[src/rtl/uc_float_pkg.sv]
//------------------------------------------------------------------------------
// uc_float_pkg
// Shared constants and the state encoding for the floating-point control unit.
// Revision: 1.0
//------------------------------------------------------------------------------
`default_nettype none

package uc_float_pkg;

    // Cycles spent in MULT_WAIT after the multiplier reset pulse.
    localparam int MULT_CYCLES = 28;

    // Saturation value for the alignment shift.
    localparam int SHIFT_MAX = 27;

    // Operation encodings; anything other than OP_ADD runs as a multiply.
    localparam logic [1:0] OP_ADD  = 2'b00;
    localparam logic [1:0] OP_MULT = 2'b01;

    // Result shift / exponent adjust codes: bit8 selects direction.
    localparam logic [8:0] SH_CLEAR = 9'h01B;   // right 27, clears the fraction
    localparam logic [8:0] SH_L1    = 9'h101;   // left 1, realigns the feedback

    typedef enum logic [3:0] {
        ST_IDLE      = 4'd0,
        ST_EXP       = 4'd1,
        ST_ALIGN     = 4'd2,
        ST_MULT_INIT = 4'd3,
        ST_MULT_WAIT = 4'd4,
        ST_NORM      = 4'd5,
        ST_CHECK     = 4'd6,
        ST_FINAL     = 4'd7,
        ST_DONE      = 4'd8
    } state_t;

endpackage

`default_nettype wire

[src/rtl/uc_float_lzc27.sv]
//------------------------------------------------------------------------------
// lzc27
// Combinational leading-zero counter for a 27-bit magnitude. An all-zero
// input reports 27; the caller treats that case separately.
// Revision: 1.0
//------------------------------------------------------------------------------
`default_nettype none

module lzc27 (
    input  logic [26:0] value_i,
    output logic [4:0]  count_o
);

    // Scan upward so the highest set bit is the last one to write the count.
    always_comb begin
        count_o = 5'd27;
        for (int i = 0; i < 27; i++) begin
            if (value_i[i]) begin
                count_o = 5'(26 - i);
            end
        end
    end

endmodule

`default_nettype wire

[src/rtl/uc_float.sv]
//------------------------------------------------------------------------------
// uc_float
// Control unit for the floating-point add/multiply datapath. Sequences one
// operation per start: operand select, alignment, multiplier wait,
// normalization, rounding-carry check and a final rounding pass.
// Revision: 1.0
//------------------------------------------------------------------------------
`default_nettype none

module uc_float
    import uc_float_pkg::*;
(
    input  logic        clock,
    input  logic        reset,
    input  logic        start,
    input  logic [1:0]  op,
    input  logic [7:0]  exp_a,
    input  logic [7:0]  exp_b,
    input  logic [7:0]  exp_dif,
    input  logic [26:0] ula,
    input  logic [25:0] round_fract,
    output logic        sinalMuxFP1,
    output logic        sinalMuxFP2,
    output logic        sinalMuxFP3,
    output logic        sinalMuxFP4,
    output logic        sinalMuxFP5,
    output logic [7:0]  sinalShiftFract,
    output logic [8:0]  sinalShiftRes,
    output logic [8:0]  sinalIncOrDec,
    output logic        sinalRound,
    output logic        mult_reset,
    output logic        busy,
    output logic        done,
    output logic        zero
);

    state_t      state_q, state_d;
    logic        op_add_q, op_add_d;
    logic [7:0]  exp_a_q, exp_a_d;
    logic [7:0]  exp_b_q, exp_b_d;
    logic        sel_b_q, sel_b_d;
    logic [7:0]  shift_q, shift_d;
    logic        carry_q, carry_d;
    logic        zero_q, zero_d;
    logic [4:0]  cnt_q, cnt_d;

    logic [4:0]  lz;
    logic        w_sel_b;
    logic [7:0]  w_shift_sat;
    logic        w_ula_zero;
    logic        w_carry;
    logic        w_carry_use;
    logic        w_unused_rf;

    lzc27 u_lzc27 (
        .value_i (ula),
        .count_o (lz)
    );

    assign w_sel_b     = (exp_b_q > exp_a_q);
    assign w_shift_sat = (exp_dif > 8'(SHIFT_MAX)) ? 8'(SHIFT_MAX) : exp_dif;
    assign w_ula_zero  = (ula == 27'd0);
    // A carry out of rounding needs every retained bit set plus the round bit;
    // a zero result never rounds.
    assign w_carry     = (&round_fract[25:3]) & round_fract[2] & ~zero_q;
    assign w_unused_rf = ^round_fract[1:0];

    // State and captured-field registers; reset abandons any operation.
    always_ff @(posedge clock or negedge reset) begin
        if (!reset) begin
            state_q  <= ST_IDLE;
            op_add_q <= 1'b0;
            exp_a_q  <= 8'd0;
            exp_b_q  <= 8'd0;
            sel_b_q  <= 1'b0;
            shift_q  <= 8'd0;
            carry_q  <= 1'b0;
            zero_q   <= 1'b0;
            cnt_q    <= 5'd0;
        end else begin
            state_q  <= state_d;
            op_add_q <= op_add_d;
            exp_a_q  <= exp_a_d;
            exp_b_q  <= exp_b_d;
            sel_b_q  <= sel_b_d;
            shift_q  <= shift_d;
            carry_q  <= carry_d;
            zero_q   <= zero_d;
            cnt_q    <= cnt_d;
        end
    end

    // Next-state sequencing and field updates.
    always_comb begin
        state_d  = state_q;
        op_add_d = op_add_q;
        exp_a_d  = exp_a_q;
        exp_b_d  = exp_b_q;
        sel_b_d  = sel_b_q;
        shift_d  = shift_q;
        carry_d  = carry_q;
        zero_d   = zero_q;
        cnt_d    = cnt_q;
        case (state_q)
            ST_IDLE: begin
                if (start) begin
                    op_add_d = (op == OP_ADD);
                    exp_a_d  = exp_a;
                    exp_b_d  = exp_b;
                    zero_d   = 1'b0;
                    carry_d  = 1'b0;
                    shift_d  = 8'd0;   // multiply never aligns
                    cnt_d    = 5'd0;
                    state_d  = ST_EXP;
                end
            end
            ST_EXP: begin
                sel_b_d = w_sel_b;
                state_d = op_add_q ? ST_ALIGN : ST_MULT_INIT;
            end
            ST_ALIGN: begin
                shift_d = w_shift_sat;
                state_d = ST_NORM;
            end
            ST_MULT_INIT: begin
                cnt_d   = 5'd0;
                state_d = ST_MULT_WAIT;
            end
            ST_MULT_WAIT: begin
                if (cnt_q == 5'(MULT_CYCLES - 1)) begin
                    state_d = ST_NORM;
                end else begin
                    cnt_d = cnt_q + 5'd1;
                end
            end
            ST_NORM: begin
                if (w_ula_zero) begin
                    zero_d = 1'b1;
                end
                state_d = ST_CHECK;
            end
            ST_CHECK: begin
                carry_d = w_carry;
                state_d = ST_FINAL;
            end
            ST_FINAL: state_d = ST_DONE;
            ST_DONE:  state_d = ST_IDLE;
            default:  state_d = ST_IDLE;
        endcase
    end

    // In CHECK the carry register is still loading, so use the live value.
    assign w_carry_use = (state_q == ST_CHECK) ? w_carry : carry_q;

    // Datapath control decode from the state and registered fields.
    always_comb begin
        sinalMuxFP1     = 1'b0;
        sinalMuxFP2     = 1'b0;
        sinalMuxFP3     = 1'b0;
        sinalMuxFP4     = 1'b0;
        sinalMuxFP5     = 1'b0;
        sinalShiftFract = 8'd0;
        sinalShiftRes   = 9'd0;
        sinalIncOrDec   = 9'd0;
        sinalRound      = 1'b0;
        mult_reset      = 1'b0;
        busy            = (state_q != ST_IDLE);
        done            = (state_q == ST_DONE);
        zero            = zero_q | ((state_q == ST_NORM) & w_ula_zero);

        if (state_q == ST_EXP) begin
            sinalMuxFP1 = w_sel_b;
            sinalMuxFP2 = w_sel_b;
            sinalMuxFP3 = ~w_sel_b;
        end else if (state_q != ST_IDLE) begin
            sinalMuxFP1 = sel_b_q;
            sinalMuxFP2 = sel_b_q;
            sinalMuxFP3 = ~sel_b_q;
        end

        case (state_q)
            ST_ALIGN: begin
                sinalShiftFract = w_shift_sat;
            end
            ST_MULT_INIT: begin
                mult_reset = 1'b1;
            end
            ST_NORM: begin
                sinalShiftFract = shift_q;
                if (w_ula_zero) begin
                    sinalShiftRes = SH_CLEAR;
                end else begin
                    sinalShiftRes = {1'b1, 3'b000, lz};
                    sinalIncOrDec = {1'b1, 3'b000, lz};
                end
            end
            ST_CHECK, ST_FINAL, ST_DONE: begin
                sinalShiftFract = shift_q;
                sinalMuxFP4     = 1'b1;
                sinalMuxFP5     = 1'b1;
                if (w_carry_use) begin
                    sinalShiftRes = SH_CLEAR;
                    sinalIncOrDec = 9'h001;
                end else begin
                    sinalShiftRes = SH_L1;
                    sinalRound    = (state_q != ST_CHECK) & ~zero_q;
                end
            end
            default: ;
        endcase
    end

endmodule

`default_nettype wire

[config.mk]
export PLATFORM = sky130hd
export DESIGN_NAME = uc_float
export DESIGN_NICKNAME = d
export VERILOG_FILES = /design/src/rtl/uc_float_pkg.sv /design/src/rtl/uc_float_lzc27.sv /design/src/rtl/uc_float.sv
export SDC_FILE = /design/constraint.sdc
export NUM_CORES = 1
export LEC_CHECK = 0
export BUFFER_PORTS_ARGS = -buffer_cell sky130_fd_sc_hd__buf_4
export CORE_MARGIN = 8
export CORE_UTILIZATION = 30
export DETAILED_ROUTE_END_ITERATION = 8
export PLACE_DENSITY = 0.6
export SLEW_MARGIN = 20
export SYNTH_ARGS = -nofsm -noshare
export SYNTH_HDL_FRONTEND = slang
export SYNTH_SLANG_ARGS = --single-unit
[constraint.sdc]
create_clock -name clock -period 5.2 [get_ports clock]
set_clock_uncertainty 0.1 [all_clocks]
set_input_delay 0.52 -clock clock [delete_from_list [all_inputs] [get_ports clock]]
set_output_delay 0.52 -clock clock [all_outputs]
set_load 0.02 [all_outputs]
**Word level (Yosys, flattened, before mapping)**

Index checks and enable logic that the tools add are counted.

- Input port bits: 82
- Bits in writable memories: 0
- Word-level logic and storage cells: 108
- Memory bits (read-only): 0
- Bits in latches: 0
- Memories kept: 0
- Output and inout port bits: 36
- Register bits after elaboration: 37

- $lt $le $gt $ge: 2
- Muxes and demuxes: 57
- Bitwise logic cells: 8
- Multipliers: 0
- $add $sub $neg: 1
- Div/mod/pow operators: 0
- Shift operators: 0
- Equality and inequality tests: 14
- Reduce and logical (&&, ||, !) cells: 17

Operators by type and width:

| cell | number |
|---|---|
| $mux W5 | 18 |
| $mux W4 | 10 |
| $pmux W9 S2 | 2 |
| $pmux W4 S8 | 1 |
| $pmux W8 S2 | 2 |
| $logic_not A27 Y1 | 1 |
| $mux W9 | 3 |
| $reduce_and A23 Y1 | 1 |
| $eq A4 B3 Y1 const B | 4 |
| $mux W8 | 2 |
| $pmux W5 S3 | 1 |
| $mux W1 | 14 |
| $eq A4 B2 Y1 const B | 2 |
| $gt A8 B5 Y1 const B | 1 |
| $gt A8 B8 Y1 | 1 |
| $ne A2 B2 Y1 const B | 4 |
| $reduce_and A2 Y1 | 4 |
| $reduce_and A3 Y1 | 2 |
| $reduce_bool A2 Y1 | 3 |
| $add A5 B1 Y5 const B | 1 |
| $eq A5 B5 Y1 const B | 1 |
| $and A1 B1 Y1 | 4 |
| $eq A4 B1 Y1 const B | 1 |
| $eq A4 B4 Y1 const B | 1 |
| other kinds (11) | 15 |

**Logic depth before layout (Yosys ltp)**

Gate-level depths: netlist of the first run.

- Depth after elaboration: 29
- Mapped depth: 8
- Gate-level depth less buffers: 7

**By module**

A second synthesis of the first run with hierarchy kept.

- Cells, all modules: 308
- Area, all modules: 2481.1 um^2

By module, submodules not included:

| module | cells an instance | times used | area an instance (um^2) | seq. area each (um^2) |
|---|---|---|---|---|
| uc_float | 257 | 1 | 2203.4 | 925.9 |
| lzc27 | 51 | 1 | 277.8 | 0.0 |

**Worst setup path before layout of the first run**

Ideal clock, no wire load.

- Path type: input -> output
- Start point: input port ula[7]
- End point: output port sinalShiftRes[2]
- Data required time: 4.580 ns
- Cell stages on the path: 6
- Buffers on the path: 1
- Arrival: 2.074 ns
- Setup slack: 2.506 ns
- Cells stage by stage: nor4_1 inv_1 o21ai_0 nand2_1 a311oi_1 buf_4

- Longest elaborated chain between the ends: 22
- Elaborated cells between the ends (all ways): 23
- Classes of those cells: mux (22); reduce/logical (1)

Ends and longest elaborated chain:

| item | RTL line | text |
|---|---|---|
| from (decl) | uc_float.sv:20 | `input logic [26:0] ula,` |
| $mux W4 (4 in a row) | uc_float_lzc27.sv:18 | `if (value_i[i]) begin` |
| $mux W5 (16 in a row) | uc_float_lzc27.sv:18 |  |
| $mux W9 * | uc_float.sv:190 | `if (w_ula_zero) begin` |
| $pmux W9 S2 * | uc_float.sv:181 | `case (state_q)` |
| to (decl) | uc_float.sv:28 | `output logic [8:0] sinalShiftRes,` |

Mark *: on every way between the ends. The rest lies on a longest branch, timed or not.

**Final worst setup path of the first run**

- Start point: register state_q[1]
- End point: output port sinalShiftRes[0]

- Longest elaborated chain between the ends: 3
- Elaborated cells between the ends (all ways): 6
- Classes of those cells: eq/ne (4); mux (1); reduce/logical (1)

Ends and longest elaborated chain:

| item | RTL line | text |
|---|---|---|
| from (decl) | uc_float.sv:37 | `state_t state_q, state_d;` |
| from (signal assigned) | uc_float.sv:81 | `state_q <= state_d;` |
| $eq A4 B4 Y1 or $eq A4 B3 Y1 (tied branches) | uc_float.sv:181 |  |
| $reduce_or A3 Y1 | uc_float.sv:181 |  |
| $pmux W9 S2 * | uc_float.sv:181 |  |

Marked as above.

==> implementation parameters, run 1 <==
Parameter                              Value

Run status
  Outcome ... finished, final reports clean

Clocking
  Number of buffers added to fix hold violations after cts ... 0
  Post-cts repair resize count ... 0
  Clock-pin slew on the worst setup and hold paths ... 0.08 ns
  # Post-CTS Setup Buffers ... 0
  Clock insertion delay at the later pin of the skew report ... between 0.2 and 0.3 ns
  H-Tree Level Count ... 2
  Number of CTS-inserted buffers ... 5
  Bufs on Longest Clock Path ... 2
  Sinks on Clock Net ... 37
  CTS tree ... done
  CTS root buf ... clkbuf_8

Global route
  Global-route wire length before repair ... 12100 um
  Total global-route track usage ... approximately an eighth
  Initial antenna violation count ... 0
  Remaining global-route overflow ... 0
  Maximum number of pins on one net before global-route repair ... 38
  Via count of the first global-routing pass ... 2670

Logic synthesis
  Number of instances in the synthesized netlist ... about 300
  Fraction of registers with async set or reset after synthesis ... 100%
  Sequential fraction of the synthesis area ... roughly two fifths
  Post-synth design cell area ... 2420 sq um
  Top flip-flop cell by instance count after synthesis ... dfrtp_1
  Post-synth EDFFs ... 0
  Post-synthesis area per instance ... 8.23 sq um
  Register bit count reported by yosys ... 37
  Warnings, synthesis ... 0
  Library cells used by synthesis ... 46

STA
  Number of slew-limit violations in the final report ... 0
  Sum of negative setup slack ... 0 ns
  Final Cycle Share ... 54.6%
  Headroom to the max-slew limit ... between 30% and 40%
  Highest clock rate ... 0.352 GHz
  Transition time at the pin with the least slew margin ... between 0.9 and 1 ns
  RSZ-0062 raised after global routing ... false
  Worst hold margin ... 0.0777 ns
  Final worst path period need ... about 2.8 ns
  Setup violators final ... 0
  Final hold viol count ... 0

Routing
  Number of nets with antenna violations after routing ... 0
  Total via count in the routed design ... roughly 2400
  DR DRC count ... 0
  Count of routing violations after the opening detailed-route iteration ... 120
  Detailed-route wire length per cell ... 14.3 um
  Vias per cell ... 4.87
  Total iterations of the first detailed-routing run ... 4
  Total wire length ... 7160 um

Setup path
  Start point of the critical path ... state_q[1]
  Arrival time reported for the critical path endpoint ... 2.22 ns
  Reg2reg end ... shift_q[4]
  Number of cell instances on the worst register-to-register path ... 4
  CP required ... approximately 4.6 ns
  Worst Path Class, Setup ... reg -> out
  Reg-to-Reg Start ... state_q[1]
  End point of the critical path ... sinalShiftRes[0]
  Internal reg-to-reg setup slack ... about 2.6 ns
  Endpoint kind of the worst setup timing path ... output pin
  Worst-path maximum fanout ... 13
  Kind of start point of the critical path ... flip-flop

Floorplan
  Die area ... 11200 sq um
  # IOs ... 118
  Core Region ... ~7800 sq um
  Horizontal extent of the die ... roughly 110 um
  Number of standard-cell rows in the floorplan ... 32
  Chip height ... 106 um
  Starting density of the core ... approximately 31%

Flow run
  Max Cap Viol ... 0

Layout
  Layout cells sized above 1 ... 31.8%
  Commonest cells after routing, fill and taps aside ... buf_4 (109), nand2_1 (59), dfrtp_1 (37)
  Most common library cell in the layout ignoring fill and taps ... buf_4
  Diode insertion count for antenna repair ... 0
  Util after Layout ... 43.7%
  Final net count ... 489
  Post-synthesis to final-layout area growth ... 40.4%

Placement
  # port buffers ... 109
  DP Wirelength ... 5880 um
  Placer congestion estimate ... 0.784

Power
  Leakage power summed over all cells ... 1.71 nW
  Total power after layout ... 1.50 mW
  Power density over the cells ... about 440 nW/um^2
  Worst VDD drop ... approximately 270 uV

Hold path
  Classification of the worst-slack hold path ... in -> async
layer usage:
layer  up-vias  GRT usage [%]  share of wire (%)
met5         -              0                  0
met3        10           5.54                9.2
met2        87           22.4                 47
met1      1114           13.9                 42
li1       1228              -                  -
met4         0           3.92                1.1
how the worst min path moves through the flow:
| stage | startpoint | endpoint | slack [ns] | cells after the start |
|---|---|---|---|---|
| finish | reset | exp_a_q[1] | 0.08 | 1 |
| floorplan | reset | carry_q | 0.12 | 0 |
| detailed placement | shift_q[5] | shift_q[5] | 0.36 | 1 |
| CTS | reset | shift_q[1] | 0.1 | 1 |
| global placement | shift_q[1] | shift_q[1] | 0.36 | 1 |
| global route | reset | op_add_q | 0.11 | 1 |
critical path, stage by stage (launching register included):
cell and delay (ns):
dfrtp_1 0.53, and2b_1 0.32, nand4_1 0.17, or2_1 0.30, or2_1 0.27, o311ai_0 0.12
buf_4 0.21
Yosys cell counts, types with 4 or more instances:
master    number  share of area [%]
o21a_1         5                1.6
dfrtp_1       37                 38
and2_1         9                2.3
a21o_1        10                3.1
nor2b_1        4                1.0
nor2_1        23                3.6
o21ai_1        4               0.83
o21bai_1       4                1.2
buf_4         10                3.1
and3_1         4                1.0
nor4_1         7                1.8
o21ai_0       18                3.7
nor3_1         6                1.2
buf_2          6                1.2
nand2_1       59                9.2
ha_1           9                4.7
inv_1         17                2.6
a21oi_1       12                2.5
nand4_1        8                2.1
power breakdown:
group          switching, mW  internal, mW  leakage (nW)
combinational          0.432         0.330          1.17
clock                  0.108         0.156        0.0574
sequential            0.0830         0.396         0.474
total                  0.623         0.881          1.71
per-stage QoR:
| step | std cells | area (sq um) | worst slack (ns) |
|---|---|---|---|
| 6_report | 501 | 3390 | 2.36 |
| 5_1_grt | 501 | 3390 | 2.18 |
| 4_1_cts | 501 | 3390 | 2.35 |
| 3_5_place_dp | 493 | 3270 | 2.47 |
| 3_3_place_gp | 493 | 3270 | 2.49 |
| 2_1_floorplan | 299 | 2440 | 2.51 |
final cells by class:
class | count | area [sq um]
Clock buffer | 6 | 82.6
Clock inverter | 2 | 37.5
Fill cell | 794 | 4370
Inverter | 17 | 63.8
Multi-Input combinational cell | 228 | 1340
Sequential cell | 37 | 926
Tap cell | 102 | 128
Timing Repair Buffer | 109 | 818
flip-flops by register name, summed over array words and instances, names as in the netlist:
name      count
exp_b_q       8
carry_q       1
exp_a_q       8
shift_q       8
sel_b_q       1
op_add_q      1
cnt_q         5
zero_q        1
state_q       4
cells by family after synthesis:
family	count (synthesis)	share of synthesized area, %
DFF	37	38.3
buffers and inverters	34	7.14
muxes	1	0.466
AOI/OAI and AO/OA	73	20.4
other	1	0.155
adders and majority gates	9	4.66
and+or+nand+nor	139	28.9
Note: power is estimated with default switching activity, not from simulation.
==> run 2: changes to the inputs <==
==> constraint.sdc (replaced) <==
create_clock -name clock -period 2.7 [get_ports clock]
set_clock_uncertainty 0.1 [all_clocks]
set_input_delay 0.27 -clock clock [delete_from_list [all_inputs] [get_ports clock]]
set_output_delay 0.27 -clock clock [all_outputs]
set_load 0.02 [all_outputs]
==> run 2 against run 1 <==
  * Combinational power grew 92%
  * Cell area grew 0.29%
  * Global-route usage is 0.26 points lower
  * Non-clock buffer count is 2 higher
  * Clock power is 74% higher
  * Critical path type unchanged
  * Highest routed layer unchanged
==> implementation parameters, run 2 (synthesis results as in run 1) <==
Parameter                              Value

Setup path
  Kind of start point of the critical path ... flip-flop (unchanged)
  Worst-path maximum fanout ... 11 (was 13)
  Number of cell instances on the worst register-to-register path ... 4 (unchanged)
  Reg-to-Reg Start ... state_q[0] (was state_q[1])
  Start point of the critical path ... state_q[0] (was state_q[1])
  Endpoint kind of the worst setup timing path ... output pin (unchanged)
  CP required ... 2.33 ns (was 4.58 ns)
  Internal reg-to-reg setup slack ... 0.54 ns (was 2.61 ns)
  Arrival time reported for the critical path endpoint ... 2.16 ns (was 2.22 ns)
  Reg2reg end ... cnt_q[0] (was shift_q[4])
  Worst Path Class, Setup ... reg -> out (unchanged)

Clocking
  Clock insertion delay at the later pin of the skew report ... 0.29 ns (about the same)
  Sinks on Clock Net ... 37 (unchanged)
  CTS tree ... done (unchanged)
  # Post-CTS Setup Buffers ... 0 (unchanged)
  CTS root buf ... clkbuf_8 (unchanged)
  Clock-pin slew on the worst setup and hold paths ... 0.07 ns (was 0.08 ns)
  Number of CTS-inserted buffers ... 5 (unchanged)
  H-Tree Level Count ... 2 (unchanged)
  Bufs on Longest Clock Path ... 2 (unchanged)

Routing
  Count of routing violations after the opening detailed-route iteration ... 73 (was 120)
  Total via count in the routed design ... 2412 (was 2439)
  DR DRC count ... 0 (unchanged)
  Number of nets with antenna violations after routing ... 0 (unchanged)
  Detailed-route wire length per cell ... 14.0 um (was 14.3 um)
  Vias per cell ... 4.80 (was 4.87)
  Total wire length ... 7010 um (was 7160 um)
  Total iterations of the first detailed-routing run ... 4 (unchanged)

Power
  Proportion of power drawn by combinational gates ... 51.3% (was 50.6%)
  Power density over the cells ... 837 nW/um^2 (was 443 nW/um^2)
  Leakage power summed over all cells ... 1.71 nW (about the same)
  Register share of total power ... 32.6% (was 31.8%)
  Worst VDD drop ... 448 uV (was 269 uV)
  Internal power of the cells ... 1.67 mW (was 881 uW)
  Clock group share of total power ... 16.1% (was 17.6%)
  Switching pwr ... 1.18 mW (was 623 uW)
  Switch share ... 41.3% (was 41.4%)

Global route
  Remaining global-route overflow ... 0 (unchanged)
  Total global-route track usage ... 12.7% (was 12.9%)
  Via count of the first global-routing pass ... 2605 (was 2670)
  Initial antenna violation count ... 0 (unchanged)
  Global-route wire length before repair ... 11800 um (was 12100 um)
  Maximum number of pins on one net before global-route repair ... 38 (unchanged)

Hold path
  Classification of the worst-slack hold path ... in -> reg (was in -> async)
  Min-Delay Startpoint ... op[1]
  Number of stages on the worst hold path ... 2
  Destination of the worst hold path ... op_add_q

Floorplan
  Core Region ... 7770 sq um (unchanged)
  Number of standard-cell rows in the floorplan ... 32 (unchanged)
  Chip height ... 106 um (unchanged)
  Horizontal extent of the die ... 106 um (unchanged)
  Die area ... 11200 sq um (unchanged)
  Starting density of the core ... 31.1% (unchanged)
  # IOs ... 118 (unchanged)

Placement
  # port buffers ... 109 (unchanged)
  Placer congestion estimate ... 0.784 (unchanged)
  Place WS ... 0.416 ns (was 2.47 ns)
  DP Wirelength ... 5840 um (was 5880 um)
  Placed cell count ... 494 (was 493)

Layout
  Diode insertion count for antenna repair ... 0 (unchanged)
  Final net count ... 491 (was 489)
  Commonest cells after routing, fill and taps aside ... buf_4 (110), nand2_1 (59), dfrtp_1 (35) (was buf_4 (109), nand2_1 (59), dfrtp_1 (37))
  Top Registers ... exp_a_q: 8 flops, exp_b_q: 8 flops, shift_q: 8 flops (unchanged)
  Fillers ... 794 (unchanged)
  Most common library cell in the layout ignoring fill and taps ... buf_4 (unchanged)
  Layout cells sized above 1 ... 32.5% (was 31.8%)
  Post-layout instance count excluding filler cells ... 502 (was 501)
  Post-synthesis to final-layout area growth ... 40.8% (was 40.4%)

STA
  Final worst path period need ... around 2.5 ns
  Final hold viol count ... 0 (unchanged)
  Final Cycle Share ... 93.6%
  RSZ-0062 raised after global routing ... false (unchanged)
  Number of slew-limit violations in the final report ... 0 (unchanged)
  Minimum setup slack in the final design ... 0.173 ns (was 2.36 ns)
  Highest clock rate ... 0.396 GHz
  Setup violators final ... 0 (unchanged)
  Worst hold margin ... 0.0557 ns (was 0.0777 ns)
  Sum of negative setup slack ... 0 ns (unchanged)

Run status
  Outcome ... finished, final reports clean (unchanged)

Flow run
  Max Cap Viol ... 0 (unchanged)
run 2: changes by cell type in the layout (fill, tap and decap cells not counted), sizes merged:
| cell | previous run | this run |
|---|---|---|
| clkinv | 0 | 1 |
| buf | 109 | 110 |
| clkbuf | 6 | 5 |
| dlygate4sd3 | 0 | 1 |
| clkinvlp | 1 | 0 |
run 2: worst max-delay path by stage:
stage / end
after floorplan: sinalShiftRes[2]
after global placement: sinalShiftRes[0]
after detailed placement: sinalIncOrDec[0]
after CTS: sinalIncOrDec[0]
after global routing: sinalShiftRes[0]
final: sinalShiftRes[0]
run 2: what timing repair did:
item	in CTS	in global routing
gates resized for setup	0	3
hold buffers	1	0
hold endpoints to repair	37	0
setup endpoints to repair	0	5
run 2: per-stage QoR:
| step | utilization, % | power (mW) | area [sq um] |
|---|---|---|---|
| final | 43.8 | 2.85 | 3400 |
| after floorplan | - | 1.91 | 2440 |
| after CTS | 43.7 | 2.89 | 3400 |
| after detailed placement | 42.3 | 2.41 | 3280 |
| after global placement | 42.3 | 2.39 | 3280 |
| after global routing | 43.8 | 3.11 | 3400 |
run 2: area by class of cell:
cell class              instances  area [sq um]  area share (%)
multi-input cells             228          1350            39.5
well taps                     102           128            3.75
clock buffers                   5          68.8            2.02
inverters                      17          63.8            1.87
clock inverters                 2          35.0            1.03
repair buffers                111           836            24.5
flip-flops and latches         37           928            27.3
run 2: power by group through the flow:
stage / sequential [mW] / combinational (mW) / clock [mW]
detailed placement: 0.935 / 1.48 / 0
finish: 0.928 / 1.46 / 0.459
global route: 0.960 / 1.65 / 0.497
global placement: 0.926 / 1.46 / 0
floorplan: 0.853 / 1.06 / 0
CTS: 0.924 / 1.48 / 0.478
run 2: worst max-delay path, cell delays in order (launching register included):
cell and delay (ns):
dfrtp_1 0.57, and2b_1 0.25, nand4_1 0.16, or2_1 0.29, or2_1 0.26, o311ai_0 0.12, buf_4 0.21
run 2: layer usage:
layer	track usage, %	part of all wire (%)	vias up
met1	13.8	42	1087
met2	21.3	47	86
met4	4.12	1.1	0
met5	0	0	-
li1	-	-	1232
met3	5.97	9.7	7
